===== config.mk =====
export PLATFORM = sky130hd
export DESIGN_NAME = alu_issue
export DESIGN_NICKNAME = d
export VERILOG_FILES = /design/src/rtl/alu_issue.sv
export SDC_FILE = /design/constraint.sdc
export NUM_CORES = 1
export LEC_CHECK = 0
export CAP_MARGIN = 10
export CORE_MARGIN = 1.5
export CORE_UTILIZATION = 25
export CTS_CLUSTER_DIAMETER = 120
export DETAILED_ROUTE_END_ITERATION = 12
export PLACE_DENSITY = 0.46
export SYNTH_ARGS = -nofsm -noshare
export SYNTH_HDL_FRONTEND = slang
export SYNTH_SLANG_ARGS = --single-unit
export TNS_END_PERCENT = 100

===== constraint.sdc =====
create_clock -name clk -period 13.05 [get_ports clk]
set_input_delay 2.61 -clock clk [delete_from_list [all_inputs] [get_ports clk]]
set_output_delay 2.61 -clock clk [all_outputs]
set_load 0.05 [all_outputs]

===== src/rtl/alu_issue.sv =====
// rtl/alu_issue.sv - RV32I ALU issue stage: decode, operand forwarding, 2-entry skid-buffered output
module alu_issue (
    input  logic        clk,
    input  logic        rst,
    input  logic        in_valid,
    output logic        in_ready,
    input  logic [31:0] instr,
    input  logic [31:0] pc,
    input  logic [31:0] rs1_val,
    input  logic [31:0] rs2_val,
    input  logic        fwd_valid,
    input  logic [4:0]  fwd_rd,
    input  logic [31:0] fwd_data,
    input  logic        flush,
    output logic        out_valid,
    input  logic        out_ready,
    output logic [31:0] lhs,
    output logic [31:0] rhs,
    output logic [3:0]  funct,
    output logic [4:0]  rd,
    output logic        wb_en,
    output logic        illegal
);

    localparam logic [3:0] F_AND  = 4'b0000;
    localparam logic [3:0] F_OR   = 4'b0001;
    localparam logic [3:0] F_XOR  = 4'b0010;
    localparam logic [3:0] F_ADD  = 4'b0011;
    localparam logic [3:0] F_SUB  = 4'b1011;
    localparam logic [3:0] F_SRL  = 4'b0100;
    localparam logic [3:0] F_SRA  = 4'b1100;
    localparam logic [3:0] F_SLL  = 4'b0101;
    localparam logic [3:0] F_SLTU = 4'b0110;
    localparam logic [3:0] F_SLT  = 4'b1110;

    localparam logic [6:0] OPC_OP     = 7'b0110011;
    localparam logic [6:0] OPC_OPIMM  = 7'b0010011;
    localparam logic [6:0] OPC_LUI    = 7'b0110111;
    localparam logic [6:0] OPC_AUIPC  = 7'b0010111;
    localparam logic [6:0] F7_ZERO    = 7'b0000000;
    localparam logic [6:0] F7_ALT     = 7'b0100000;

    typedef struct packed {
        logic [31:0] lhs;
        logic [31:0] rhs;
        logic [3:0]  funct;
        logic [4:0]  rd;
        logic        wb_en;
        logic        illegal;
    } beat_t;

    logic [6:0]  opcode;
    logic [2:0]  f3;
    logic [6:0]  f7;
    logic [4:0]  rs1_idx;
    logic [4:0]  rs2_idx;
    logic [31:0] op1;
    logic [31:0] op2;
    logic [31:0] imm_i;
    logic [31:0] imm_u;
    logic [3:0]  base_funct;
    logic        legal;
    beat_t       dec;

    assign opcode  = instr[6:0];
    assign f3      = instr[14:12];
    assign f7      = instr[31:25];
    assign rs1_idx = instr[19:15];
    assign rs2_idx = instr[24:20];
    assign imm_i   = {{20{instr[31]}}, instr[31:20]};
    assign imm_u   = {instr[31:12], 12'b0};

    function automatic logic [31:0] resolve(input logic [4:0] idx, input logic [31:0] rf_val,
                                            input logic fv, input logic [4:0] frd,
                                            input logic [31:0] fdata);
        if (idx == 5'd0)
            return 32'd0;
        else if (fv && frd == idx)
            return fdata;
        else
            return rf_val;
    endfunction

    assign op1 = resolve(rs1_idx, rs1_val, fwd_valid, fwd_rd, fwd_data);
    assign op2 = resolve(rs2_idx, rs2_val, fwd_valid, fwd_rd, fwd_data);

    always_comb begin
        base_funct = F_AND;
        case (f3)
            3'b000:  base_funct = F_ADD;
            3'b001:  base_funct = F_SLL;
            3'b010:  base_funct = F_SLT;
            3'b011:  base_funct = F_SLTU;
            3'b100:  base_funct = F_XOR;
            3'b101:  base_funct = F_SRL;
            3'b110:  base_funct = F_OR;
            default: base_funct = F_AND;
        endcase
    end

    always_comb begin
        dec       = '0;
        legal     = 1'b0;
        dec.rd    = instr[11:7];
        case (opcode)
            OPC_OP: begin
                legal     = (f7 == F7_ZERO) ||
                            (f7 == F7_ALT && (f3 == 3'b000 || f3 == 3'b101));
                dec.lhs   = op1;
                dec.rhs   = op2;
                dec.funct = base_funct;
                if (instr[30] && f3 == 3'b000)
                    dec.funct = F_SUB;
                if (instr[30] && f3 == 3'b101)
                    dec.funct = F_SRA;
            end
            OPC_OPIMM: begin
                if (f3 == 3'b001)
                    legal = (f7 == F7_ZERO);
                else if (f3 == 3'b101)
                    legal = (f7 == F7_ZERO) || (f7 == F7_ALT);
                else
                    legal = 1'b1;
                dec.lhs   = op1;
                dec.rhs   = imm_i;
                dec.funct = base_funct;
                // Only shifts use instr[30]; an addi immediate never turns into SUB.
                if (instr[30] && f3 == 3'b101)
                    dec.funct = F_SRA;
            end
            OPC_LUI: begin
                legal     = 1'b1;
                dec.lhs   = 32'd0;
                dec.rhs   = imm_u;
                dec.funct = F_ADD;
            end
            OPC_AUIPC: begin
                legal     = 1'b1;
                dec.lhs   = pc;
                dec.rhs   = imm_u;
                dec.funct = F_ADD;
            end
            default: legal = 1'b0;
        endcase
        if (!legal) begin
            dec.lhs   = 32'd0;
            dec.rhs   = 32'd0;
            dec.funct = F_AND;
        end
        dec.illegal = !legal;
        dec.wb_en   = legal && (instr[11:7] != 5'd0);
    end

    beat_t main_q;
    beat_t skid_q;
    logic  main_v;
    logic  skid_v;
    logic  accept;
    logic  issue;

    assign accept = in_valid && in_ready && !flush;
    assign issue  = main_v && out_ready;

    // in_ready is only ever 1 while the skid entry is empty, so an accept never overwrites skid.
    always_ff @(posedge clk or posedge rst) begin
        if (rst) begin
            main_q   <= '0;
            skid_q   <= '0;
            main_v   <= 1'b0;
            skid_v   <= 1'b0;
            in_ready <= 1'b0;
        end else if (flush) begin
            main_v   <= 1'b0;
            skid_v   <= 1'b0;
            in_ready <= 1'b1;
        end else if (!main_v || issue) begin
            if (skid_v) begin
                main_q <= skid_q;
                main_v <= 1'b1;
                if (accept) begin
                    skid_q   <= dec;
                    skid_v   <= 1'b1;
                    in_ready <= 1'b0;
                end else begin
                    skid_v   <= 1'b0;
                    in_ready <= 1'b1;
                end
            end else begin
                if (accept)
                    main_q <= dec;
                main_v   <= accept;
                in_ready <= 1'b1;
            end
        end else begin
            if (accept) begin
                skid_q   <= dec;
                skid_v   <= 1'b1;
                in_ready <= 1'b0;
            end else begin
                in_ready <= !skid_v;
            end
        end
    end

    assign out_valid = main_v;
    assign lhs       = main_q.lhs;
    assign rhs       = main_q.rhs;
    assign funct     = main_q.funct;
    assign rd        = main_q.rd;
    assign wb_en     = main_q.wb_en;
    assign illegal   = main_q.illegal;

endmodule


==> out/metrics.csv <==
metric;value;unit
status;complete, no violations;
worstHoldPathType;flip-flop to flip-flop;
grt_max_degree;89;
die-area;0.0326;mm2
p_leak;4.59;nW
rsz0062_at_grt;false;
relSlewSlack;0.203;
drc;0;
layout-drive-gt1-share;0.0867;
clockBufferDepth;2;
pre_cts_ws;7490;ps
max_freq;0.197;GHz
ctsHoldBuffers;0;
h-tree-depth;4;
criticalPathCategory;input pin to flip-flop;
grt_overflow;0;
power.switching;0.000303;W
cts-root-buf;clkbuf_16;
dr_total_vias;7345;
combPwrFrac;0.136;
min_period_over_period;0.390;
grt_usage;0.208;
peakVddDrop;0.0881;mV
place_congestion;0.788;
final_common_cell;clkdlybuf4s50_1;
netlist_instances;829;
nNetsFinal;1209;
clock_latency;430;ps
area_growth;42.8;%
regArea;0.00383;mm2
arrival;5360;ps
path_clk_slew;70;ps
hpwl;23300;um
placementRows;64;
synth-seq-area-share;0.486;
final_cells;1447;
fillers;3091;
max_slew.worst_pin.slew;1200;ps
ys_ff_latch;153;
grt_first_pass_wirelength;50500;um
clkSinkCount;153;
crit_required;13330;ps
cts_setup_buffers;0;
postSynthAreaPerCell;9.51;um2
ant_nets;0;
ys_warn_count;0;
multiInputGateArea;0.00370;mm2
synth_top_flop_cell;dfrtp_1;
wl_per_cell;23.6;um
grt_pass1_vias;7457;
synth_edf_count;0;
p_sw_frac;0.256;
maxCapViolCount;0;
numCtsBuffers;17;
clockPowerShare;0.451;
layout_common_cells;clkdlybuf4s50_1 (247), dfrtp_1 (152), o21ai_1 (117);
tns;0;ps
port_buffers;247;
coreArea;0.0308;mm2
cp_max_fo;33;
cp-end-kind;flip-flop;
ys_async_sr_fraction;1.00;
antenna_found_initial;5;
p_per_area;105;mW/mm2
pwr-share-seq;0.413;
initial_utilization;0.256;
dp.cells;1414;
wirelength;34100;um
period_minus_slack;5090;ps
finalHoldViolCount;0;
die_h;181;um
vias_per_cell;5.08;
yosysUniqueCellTypes;47;
worst_slack;7960;ps
finalSetupViolations;0;
fin_skew;8.66;ps
io_pins;248;
drt_iter0_markers;499;
die_w;181;um
dr.pass1.iters;5;
hold_ws;471;ps
drv_slew;0;
internal-power;0.000880;W
netlist_area;0.00788;mm2
ctsResizeCount;0;
synth_fp_nets;1000;
start_kind;input pin;
cts_tree;done;
-- sequential cells by signal (all words and copies together) (netlist names), 4 cells and up --
name and flops:
funct 4, lhs 32, rd 5, rhs 32, skid_q 75
-- cell families after synthesis --
| family | after synthesis | synth area share |
|---|---|---|
| compound gates | 310 | 0.226 |
| simple gates | 212 | 0.140 |
| flops | 153 | 0.486 |
| buf+inv | 77 | 0.0475 |
| mux | 66 | 0.0886 |
| xor+xnor | 11 | 0.0122 |
-- layout make-up --
class                           instances  area share
Antenna cell                            2    0.000445
Clock buffer                           19      0.0394
Clock inverter                         11      0.0153
Inverter                                6     0.00245
Multi-Input combinational cell        599       0.329
Sequential cell                       153       0.340
Tap cell                              396      0.0440
Timing Repair Buffer                  261       0.229
-- per-stage QoR --
stage	total power [W]	area [um2]	util
2_1_floorplan	0.000563	7880	-
4_1_cts	0.00119	11200	0.365
5_1_grt	0.00122	11300	0.365
3_5_place_dp	0.000660	10600	0.345
3_3_place_gp	0.000660	10600	0.345
6_report	0.00118	11300	0.365
-- layer usage --
| metal | routed length, um | share of wire | global-route usage | vias up |
|---|---|---|---|---|
| met1 | 15700 | 0.46 | 0.283 | 3630 |
| met4 | 663 | 0.019 | 0.0592 | 0 |
| met5 | 0 | 0 | 0 | - |
| met2 | 15700 | 0.46 | 0.333 | 266 |
| met3 | 2010 | 0.059 | 0.0435 | 27 |
| li1 | - | - | - | 3422 |
-- worst max-delay path, cell delays in order --
cell and delay (ps):
clkdlybuf4s50_1 460, nor2_1 40, nand4_1 90, buf_4 380, a211o_1 970, nor2_1 130
a221oi_1 540, o21ai_1 100
-- power groups by stage --
stage	logic (W)	clock network (W)	registers, W
finish	0.000161	0.000533	0.000488
global route	0.000172	0.000562	0.000489
CTS	0.000163	0.000543	0.000488
detailed placement	0.000162	0	0.000498
global placement	0.000162	0	0.000497
floorplan	0.0000517	0	0.000511
-- final timing paths --
path / start / to / slack [ps] / cells after the start
hold reg to reg: skid_q[9]$_DFFE_PP0P_ / skid_q[9]$_DFFE_PP0P_ / 470 / 2
setup / recovery: instr[6] / skid_q[17]$_DFFE_PP0P_ / 7960 / 8
min in group asynchronous: rst / rhs[6]$_DFFE_PP0P_ / 2740 / 2
setup reg to reg: skid_v$_DFFE_PP0P_ / lhs[8]$_DFFE_PP0P_ / 10400 / 5
max in group asynchronous: rst / skid_q[56]$_DFFE_PP0P_ / 8840 / 3
hold / removal: skid_q[9]$_DFFE_PP0P_ / skid_q[9]$_DFFE_PP0P_ / 470 / 2
-- synthesized netlist by cell type (2+ instances only) --
cell type	number	area share
xnor2_1	2	0.0022
a22oi_1	29	0.028
buf_6	5	0.0071
or3_1	5	0.0040
a2bb2oi_1	11	0.012
nor3_2	2	0.0025
mux2i_1	36	0.046
buf_1	2	0.00095
and3_1	74	0.059
or4_1	3	0.0029
inv_1	6	0.0029
mux2_2	30	0.043
a211oi_1	3	0.0029
nor3_1	5	0.0032
a21oi_1	92	0.058
o22a_1	19	0.021
o21ai_1	117	0.074
buf_4	9	0.0086
nor2_1	10	0.0048
nor3b_1	4	0.0038
buf_2	10	0.0063
nor2b_1	3	0.0024
dfrtp_1	153	0.49
clkbuf_1	44	0.021
nor4_1	2	0.0016
o21ai_0	31	0.020
xor2_1	9	0.010
nand2_1	93	0.044
nand2b_1	2	0.0016
Power figures use the tool's default switching activity.
